===== src/rtl/debounce_pkg.sv =====
// Shared defaults and elaboration helpers for the multi-channel debouncer.
// Imported by the top-level prescaler and by the per-channel debounce logic.
package debounce_pkg;

  localparam int DEF_CLK_DIV      = 50000;
  localparam int DEF_STABLE_TICKS = 4;
  localparam int DEF_SYNC_STAGES  = 2;

  // Ceiling log2, never below one bit so degenerate parameters still elaborate.
  function automatic int clog2(input int value);
    int width;
    width = 0;
    for (int v = value - 1; v > 0; v = v >> 1) begin
      width = width + 1;
    end
    if (width < 1) begin
      width = 1;
    end
    return width;
  endfunction

endpackage


===== src/rtl/debounce_channel.sv =====
// One debounced input: synchroniser, consecutive-disagreement counter,
// accepted level and single-cycle rise/fall pulses, advanced only on i_tick.
module debounce_channel
  import debounce_pkg::*;
#(
  parameter int STABLE_TICKS = DEF_STABLE_TICKS,
  parameter int SYNC_STAGES  = DEF_SYNC_STAGES,
  parameter bit ACTIVE_LOW   = 1'b0
) (
  input  logic i_clk,
  input  logic i_rst_n,
  input  logic i_tick,
  input  logic i_btn,
  output logic o_level,
  output logic o_rise,
  output logic o_fall
);

  localparam int                     CNT_W     = clog2(STABLE_TICKS + 1);
  localparam logic [CNT_W-1:0]       CNT_LAST  = CNT_W'(STABLE_TICKS - 1);
  localparam logic [SYNC_STAGES-1:0] SYNC_IDLE = {SYNC_STAGES{ACTIVE_LOW}};

  logic [SYNC_STAGES-1:0] sync_q;
  logic [SYNC_STAGES-1:0] sync_d;
  logic [CNT_W-1:0]       cnt_q;
  logic [CNT_W-1:0]       cnt_d;
  logic                   level_q;
  logic                   level_d;
  logic                   rise_q;
  logic                   rise_d;
  logic                   fall_q;
  logic                   fall_d;
  logic                   sample;

  // Polarity is folded in after the last stage so outputs are always active-high.
  always_comb begin
    sync_d = {sync_q[SYNC_STAGES-2:0], i_btn};
    sample = sync_q[SYNC_STAGES-1] ^ ACTIVE_LOW;
  end

  always_comb begin
    cnt_d   = cnt_q;
    level_d = level_q;
    rise_d  = 1'b0;
    fall_d  = 1'b0;
    if (i_tick) begin
      if (sample == level_q) begin
        cnt_d = '0;
      end else if (cnt_q == CNT_LAST) begin
        // Enough consecutive disagreeing samples: accept and flag the edge.
        cnt_d   = '0;
        level_d = sample;
        rise_d  = sample;
        fall_d  = ~sample;
      end else begin
        cnt_d = cnt_q + CNT_W'(1);
      end
    end
  end

  always_ff @(posedge i_clk or negedge i_rst_n) begin
    if (!i_rst_n) begin
      sync_q  <= SYNC_IDLE;
      cnt_q   <= '0;
      level_q <= 1'b0;
      rise_q  <= 1'b0;
      fall_q  <= 1'b0;
    end else begin
      sync_q  <= sync_d;
      cnt_q   <= cnt_d;
      level_q <= level_d;
      rise_q  <= rise_d;
      fall_q  <= fall_d;
    end
  end

  assign o_level = level_q;
  assign o_rise  = rise_q;
  assign o_fall  = fall_q;

endmodule


===== src/rtl/multi_channel_debouncer.sv =====
// CHANNELS independent switch debouncers sharing one i_clk-derived sample tick.
// The prescaler lives here; each channel is a debounce_channel enabled by o_tick.
module multi_channel_debouncer
  import debounce_pkg::*;
#(
  parameter int CHANNELS     = 4,
  parameter int CLK_DIV      = DEF_CLK_DIV,
  parameter int STABLE_TICKS = DEF_STABLE_TICKS,
  parameter int SYNC_STAGES  = DEF_SYNC_STAGES,
  parameter int ACTIVE_LOW   = 0
) (
  input  logic                i_clk,
  input  logic                i_rst_n,
  input  logic [CHANNELS-1:0] i_btn,
  output logic [CHANNELS-1:0] o_level,
  output logic [CHANNELS-1:0] o_rise,
  output logic [CHANNELS-1:0] o_fall,
  output logic                o_tick
);

  localparam int               DIV_W    = clog2(CLK_DIV);
  localparam logic [DIV_W-1:0] DIV_LAST = DIV_W'(CLK_DIV - 1);

  logic [DIV_W-1:0] div_q;
  logic [DIV_W-1:0] div_d;
  logic             tick_q;
  logic             tick_d;

  // The strobe is registered, so it lands in the cycle after the terminal count.
  always_comb begin
    tick_d = (div_q == DIV_LAST);
    div_d  = tick_d ? '0 : div_q + DIV_W'(1);
  end

  always_ff @(posedge i_clk or negedge i_rst_n) begin
    if (!i_rst_n) begin
      div_q  <= '0;
      tick_q <= 1'b0;
    end else begin
      div_q  <= div_d;
      tick_q <= tick_d;
    end
  end

  assign o_tick = tick_q;

  for (genvar g = 0; g < CHANNELS; g++) begin : g_ch
    debounce_channel #(
      .STABLE_TICKS (STABLE_TICKS),
      .SYNC_STAGES  (SYNC_STAGES),
      .ACTIVE_LOW   (ACTIVE_LOW != 0)
    ) u_ch (
      .i_clk   (i_clk),
      .i_rst_n (i_rst_n),
      .i_tick  (tick_q),
      .i_btn   (i_btn[g]),
      .o_level (o_level[g]),
      .o_rise  (o_rise[g]),
      .o_fall  (o_fall[g])
    );
  end

endmodule


===== config.mk =====
export PLATFORM = sky130hd
export DESIGN_NAME = multi_channel_debouncer
export DESIGN_NICKNAME = d
export VERILOG_FILES = /design/src/rtl/debounce_pkg.sv /design/src/rtl/debounce_channel.sv /design/src/rtl/multi_channel_debouncer.sv
export SDC_FILE = /design/constraint.sdc
export NUM_CORES = 1
export LEC_CHECK = 0
export CORE_MARGIN = 3
export CORE_UTILIZATION = 35
export DETAILED_ROUTE_END_ITERATION = 8
export HOLD_SLACK_MARGIN = 0.12
export MAX_ROUTING_LAYER = met4
export RECOVER_POWER = 25
export SLEW_MARGIN = 0
export SYNTH_ARGS = -nofsm -noshare
export SYNTH_HDL_FRONTEND = slang
export SYNTH_SLANG_ARGS = --single-unit

===== constraint.sdc =====
create_clock -name i_clk -period 3.3 [get_ports i_clk]
set_clock_uncertainty 0.05 [all_clocks]
set_input_delay 0.825 -clock i_clk [delete_from_list [all_inputs] [get_ports i_clk]]
set_output_delay 0.825 -clock i_clk [all_outputs]
set_load 0.02 [all_outputs]

==> flow_summary.yaml, run 1 <==
routing:
  dr.pass1.iters: 4
  ant_nets: 0
  post_drt_via_cell_ratio: 4.63
  vias: 1218
  finalWirelength_microns: 2900
  drc: 0
  routed_wire_per_std_cell_microns: 11.0
  initialDrtViolationCount: 58
power_and_ir_drop:
  totalPowerFinal_mw: 1.06
  power_frac_clock_pct: 40.8
  power_per_cell_area_mw_per_mm2: 448
  pwr-share-comb_pct: 2.1
  ir_worst_vdd_mv: 0.181
  power.static_leakage_nw: 1.06
  intPower_uw: 859
  switching_power_uw: 205
  pwr-share-seq_pct: 57.1
  power_switching_share_pct: 19.3
final_layout:
  stdcell_area_sq_mm: 0.00238
  area_delta_synth_final_pct: 14.5
  post_route_cells_drive_above_1_share_pct: 8.38
  num_antenna_cells: 0
  n_fill_cell: 550
  instances_no_fill: 263
  nets: 201
  area_taken_by_flip_flops_and_latches_sq_mm: 0.00123
  multi_input_area_sq_um: 707
logic_synthesis:
  synth_nets: 188
  postSynthAreaPerCell_sq_um: 11.7
  leading_cell_type_by_number_of_instances_after_synthesis: "sky130_fd_sc_hd__dfrtp_1"
  muxShareOfSynthArea_pct: 2.65
  synth_xor_area_share_pct: 7.59
  synth-seq-area-share_pct: 59.1
  synth_seq_cells: 49
  synth.cell_area_sq_mm: 0.00208
  synth-main-ff-cell: "sky130_fd_sc_hd__dfrtp_1"
  synth-simple-area-share_pct: 16.3
  netlist.area_leader.share_pct: 59.1
  synth-adder-area-share_pct: 3.01
  synth_area_leader_cell: "sky130_fd_sc_hd__dfrtp_1"
  synthDistinctLibCells: 29
  synth_top_cells_by_count: "sky130_fd_sc_hd__dfrtp_1 (49), sky130_fd_sc_hd__nor2_1 (14), sky130_fd_sc_hd__buf_4 (12), sky130_fd_sc_hd__inv_1 (12), sky130_fd_sc_hd__xnor2_1 (12)"
  largest_family_of_logic_cells_by_synthesized_area: "simple AND/OR/NAND/NOR gates"
  number_of_instances_in_the_synthesized_netlist: 177
  synthArstFlopShare_pct: 100
  synth.top_cells.by_area: "sky130_fd_sc_hd__dfrtp_1 (59%), sky130_fd_sc_hd__xnor2_1 (5.1%), sky130_fd_sc_hd__buf_4 (4.3%), sky130_fd_sc_hd__ha_1 (3.0%), sky130_fd_sc_hd__nor3b_1 (2.9%)"
  synth_edf_count: 0
  synth.yosys.warnings: 0
  synth-compound-area-share_pct: 4.52
sta:
  finalSetupTns_ns: 0
  report.final.slew_viol_count: 0
  period_needed_ns: 2.21
  setup_repair_after_global_routing_missed_its_margin: "false"
  worst-slew-pin-transition_ns: 1.00
  finalCritPeriodShare_pct: 67.0
  final-setup-viol-count: 0
  maxSlewHeadroom_pct: 33.3
  max_freq_mhz: 452
  finalWorstSetupSlack_ns: 1.09
  hold_viol_final: 0
global_route:
  wire_length_of_the_first_global_routing_pass_microns: 5240
  track_usage_pct: 9.44
  grt-ovfl-total: 0
  grt_max_degree: 32
  grt_pass1_vias: 1188
  antenna_found_initial: 0
cts:
  cts.sink_count: 49
  cts_tree: "done"
  cts_buffer_depth: 2
  cts_resized: 0
  cts-root-buf: "sky130_fd_sc_hd__clkbuf_8"
  worstSkewPairLatency_ns: 0.29
  cts_buffers: 5
  path_clk_slew_ns: 0.09
  cts_setup_buffers: 0
  hold_buffers: 0
  clock_tree.htree_level_count: 2
worst_hold_path:
  min_path_type: "reg2reg"
floorplan:
  design.core.area_sq_mm: 0.00561
  fp.dieW_microns: 83.0
  die_area_sq_mm: 0.00689
  num_rows: 27
  die_y_microns: 83.0
  initial_core_util_pct: 37.0
  ios: 19
place:
  place.detailed.instances: 255
  detailed_place_hpwl_microns: 2040
  port-buffer-count: 18
  place_congestion: 0.725
  place_ws_ns: 1.41
  dpl_cell_area_sq_mm: 0.00226
worst_setup_path:
  worst_r2r_path_depth: 3
  ff2ff_setup_slack_ns: 1.46
  worst-path-max-fanout: 5
  timing.critical_path.buf_inv: 1
  crit_arrival_ns: 1.34
  timing.setup.critical_path_class: "reg2out"
  timing.critical_path.from: "g_ch[0].u_ch.o_level"
  worstReg2RegStart: "div_q[10]"
  cp-end-kind: "primary output"
  worstSetupStartpointType: "flip-flop"
  cp_top_family: "buffers and inverters"
  crit-reg2reg-capture: "div_q[15]"
  cpPeakStageDelay_ns: 0.63
  critical_path.endpoint: "o_level[0]"
  path_cells: "clkdlybuf4s50_1"
  required_ns: 2.42
  cp_slowest_cell: "sky130_fd_sc_hd__clkdlybuf4s50_1"
  worst-path-stages: 1
flow_run:
  max-cap-violations: 0
run_status:
  run_status: "complete, no violations"
## per-layer routing
metal | up-vias | wire [microns] | track usage, % | share of wire, %
li1 | 609 | - | - | -
met1 | 591 | 1390 | 11.4 | 48
met2 | 15 | 1360 | 14.7 | 47
met3 | 3 | 118 | 3.47 | 4.1
met4 | 0 | 29 | 3.12 | 1.0
met5 | - | 0 | - | 0
## worst min-delay path by stage
stage	from	end	slack (ns)	depth (start not counted)
finish	g_ch[0].u_ch.sync_q[0]	g_ch[0].u_ch.sync_q[1]	0.30	0
global route	g_ch[2].u_ch.sync_q[0]	g_ch[2].u_ch.sync_q[1]	0.31	0
CTS	g_ch[0].u_ch.sync_q[0]	g_ch[0].u_ch.sync_q[1]	0.31	0
detailed placement	g_ch[0].u_ch.sync_q[0]	g_ch[0].u_ch.sync_q[1]	0.28	0
global placement	g_ch[2].u_ch.sync_q[0]	g_ch[2].u_ch.sync_q[1]	0.28	0
floorplan	g_ch[0].u_ch.sync_q[0]	g_ch[0].u_ch.sync_q[1]	0.28	0
## registers in the layout (all words and copies together), names as in the netlist
signal             cells
g_ch.u_ch.o_rise       4
g_ch.u_ch.cnt_q       12
g_ch.u_ch.sync_q       8
g_ch.u_ch.o_level      4
div_q                 16
o_tick                 1
g_ch.u_ch.o_fall       4
## final cells by class
type | instances | share of cell area (%)
clock buffers | 6 | 3.47
clock inverters | 2 | 1.58
inverters | 12 | 1.89
multi-input cells | 102 | 29.7
flip-flops and latches | 49 | 51.6
well taps | 72 | 3.79
repair buffers | 20 | 7.95
## power groups by stage
stage | Combinational [mW] | Sequential [mW] | Clock, mW
after global placement | 0.0250 | 0.620 | 0
final | 0.0227 | 0.608 | 0.434
after CTS | 0.0250 | 0.608 | 0.452
after global routing | 0.0267 | 0.609 | 0.477
after detailed placement | 0.0248 | 0.620 | 0
after floorplan | 0.00567 | 0.619 | 0
## cell usage in the layout (no fill, tap or decap), types with 2 or more instances in the layout
cell	synthesis	routed
sky130_fd_sc_hd__xor2_1	6	6
sky130_fd_sc_hd__nand3_1	8	8
sky130_fd_sc_hd__o22ai_1	3	3
sky130_fd_sc_hd__o21a_1	3	3
sky130_fd_sc_hd__inv_1	12	12
sky130_fd_sc_hd__xnor2_1	12	12
sky130_fd_sc_hd__clkdlybuf4s50_1	0	15
sky130_fd_sc_hd__nand3b_1	4	4
sky130_fd_sc_hd__dfrtp_1	49	49
sky130_fd_sc_hd__nor4_1	2	2
sky130_fd_sc_hd__clkbuf_8	0	6
sky130_fd_sc_hd__nand4_1	5	5
sky130_fd_sc_hd__mux2_2	4	4
sky130_fd_sc_hd__a21o_1	2	2
sky130_fd_sc_hd__nor3b_1	8	8
sky130_fd_sc_hd__nor2_1	14	14
sky130_fd_sc_hd__dlygate4sd3_1	0	2
sky130_fd_sc_hd__o21ai_0	5	5
sky130_fd_sc_hd__nor3_1	3	3
sky130_fd_sc_hd__buf_4	12	2
sky130_fd_sc_hd__nand2_1	9	9
sky130_fd_sc_hd__ha_1	5	5
## cells by family (layout without fill, tap and decap cells)
family | count (synthesis) | count (layout)
flip-flops | 49 | 49
AO/OA/AOI/OAI | 15 | 15
AND/OR/NAND/NOR | 59 | 59
multiplexers | 5 | 5
XOR/XNOR | 18 | 18
adder cells (fa/ha/maj) | 5 | 5
buffers and inverters | 26 | 40
## stage by stage
stage	hold slack, ns	util [%]
floorplan	0.281	-
global placement	0.284	40.3
detailed placement	0.285	40.3
CTS	0.306	42.4
global route	0.310	42.4
finish	0.303	42.4
(Power assumes the default switching activity.)
==> run 2: changes to the inputs <==
==> constraint.sdc (replaced) <==
create_clock -name i_clk -period 2.3 [get_ports i_clk]
set_clock_uncertainty 0.05 [all_clocks]
set_input_delay 0.575 -clock i_clk [delete_from_list [all_inputs] [get_ports i_clk]]
set_output_delay 0.575 -clock i_clk [all_outputs]
set_load 0.02 [all_outputs]
==> flow_summary.yaml, run 2 (synthesis gave the netlist of run 1 again) <==
worst_setup_path:
  cp_top_family: "buffers and inverters"
  worstSetupStartpointType: "flip-flop"
  cp-end-kind: "primary output"
  timing.setup.critical_path_class: "reg2out"
  crit_arrival_ns: 1.34
  cp_slowest_cell: "sky130_fd_sc_hd__clkdlybuf4s50_1"
  timing.critical_path.buf_inv: 1
  path_cells: "clkdlybuf4s50_1"
  required_ns: 1.67
  cpPeakStageDelay_ns: 0.62
  worst-path-max-fanout: 5
sta:
  finalCritPeriodShare_pct: 85.5
  worst-slew-pin-transition_ns: 1.16
  hold_viol_final: 0
  maxSlewHeadroom_pct: 22.4
  setup_repair_after_global_routing_missed_its_margin: "false"
  report.final.slew_viol_count: 0
  max_freq_mhz: 509
  final-setup-viol-count: 0
  finalSetupTns_ns: 0
  period_needed_ns: 1.97
run_status:
  run_status: "complete, no violations"
global_route:
  grt_pass1_vias: 1204
  grt_max_degree: 25
  antenna_found_initial: 0
  track_usage_pct: 9.89
  wire_length_of_the_first_global_routing_pass_microns: 5420
  grt-ovfl-total: 0
floorplan:
  num_rows: 27
  initial_core_util_pct: 37.0
  fp.dieW_microns: 83.0
  design.core.area_sq_mm: 0.00561
  die_area_sq_mm: 0.00689
  ios: 19
  die_y_microns: 83.0
final_layout:
  largest_register: "div_q"
  largest_register_ffs: 16
  post_route_cells_drive_above_1_share_pct: 8.85
  nets: 202
  layout_commonest_cell: "sky130_fd_sc_hd__dfrtp_1"
  num_antenna_cells: 0
  area_delta_synth_final_pct: 15.6
  layout_common_cells: "sky130_fd_sc_hd__dfrtp_1 (49), sky130_fd_sc_hd__clkdlybuf4s50_1 (15), sky130_fd_sc_hd__nor2_1 (14)"
  biggestRegsByFlops: "div_q (16), g_ch.u_ch.cnt_q (12), g_ch.u_ch.sync_q (8)"
power_and_ir_drop:
  power.static_leakage_nw: 1.08
  ir_worst_vdd_mv: 0.232
  power_per_cell_area_mw_per_mm2: 674
  totalPowerFinal_mw: 1.62
cts:
  hold_buffers: 0
  clock_tree.htree_level_count: 2
  worstSkewPairLatency_ns: 0.30
  cts.sink_count: 49
  cts-root-buf: "sky130_fd_sc_hd__clkbuf_8"
  cts_buffer_depth: 2
  cts_setup_buffers: 0
  cts_buffers: 5
  cts_tree: "done"
  path_clk_slew_ns: 0.09
  cts_resized: 0
routing:
  post_drt_via_cell_ratio: 4.55
  ant_nets: 0
  drc: 0
  dr.pass1.iters: 4
  finalWirelength_microns: 2940
  initialDrtViolationCount: 73
  routed_wire_per_std_cell_microns: 11.1
  vias: 1201
place:
  port-buffer-count: 18
  detailed_place_hpwl_microns: 2070
  place_congestion: 0.735
flow_run:
  max-cap-violations: 0
worst_hold_path:
  min_path_type: "reg2reg"
run 2: cell count changes in the layout (fill, tap and decap cells not counted), sizes merged:
cell      change
bufinv        +1
buf           +1
clkbuf        -1
clkinvlp      -1
clkinv        +1
run 2: path summary, 6_finish.rpt:
path	from	endpoint	slack [ns]	cells after the start
setup / recovery	g_ch[0].u_ch.o_level	o_level[0]	0.33	1
hold / removal	g_ch[3].u_ch.sync_q[0]	g_ch[3].u_ch.sync_q[1]	0.30	0
setup reg to reg	div_q[10]	div_q[14]	0.48	3
hold reg to reg	g_ch[3].u_ch.sync_q[0]	g_ch[3].u_ch.sync_q[1]	0.30	0
max in group asynchronous	i_rst_n	div_q[14]	0.93	2
min in group asynchronous	i_rst_n	g_ch[3].u_ch.o_rise	0.43	1
run 2: final cells by class:
cell class | count | area (sq um)
Clock buffer | 5 | 68.8
Clock inverter | 3 | 65.1
Fill cell | 561 | 3210
Inverter | 12 | 45.0
Multi-Input combinational cell | 102 | 707
Sequential cell | 49 | 1230
Tap cell | 72 | 90.1
Timing Repair Buffer | 21 | 196
run 2: report_power, final:
group	leakage [nW]	switching (mW)	internal [mW]	total, mW
clock	0.0681	0.279	0.432	0.711
sequential	0.652	0.00445	0.868	0.872
combinational	0.356	0.0206	0.0132	0.0338
run 2: through the flow:
stage | util (%) | instances | setup slack (ns) | area (sq um) | hold slack [ns]
2_1_floorplan | - | 177 | 0.636 | 2080 | 0.229
3_3_place_gp | 40.4 | 256 | 0.491 | 2270 | 0.285
3_5_place_dp | 40.4 | 256 | 0.445 | 2270 | 0.285
4_1_cts | 42.8 | 264 | 0.320 | 2400 | 0.195
5_1_grt | 42.8 | 264 | 0.264 | 2400 | 0.316
6_report | 42.8 | 264 | 0.334 | 2400 | 0.303
run 2: per-layer routing:
layer / vias to the layer above / share of wire (%) / global-route usage (%)
met2: 14 / 45 / 14.5
li1: 613 / - / -
met1: 569 / 49 / 12.7
met4: 0 / 1.9 / 4.01
met5: - / 0 / -
met3: 5 / 4.1 / 3.17
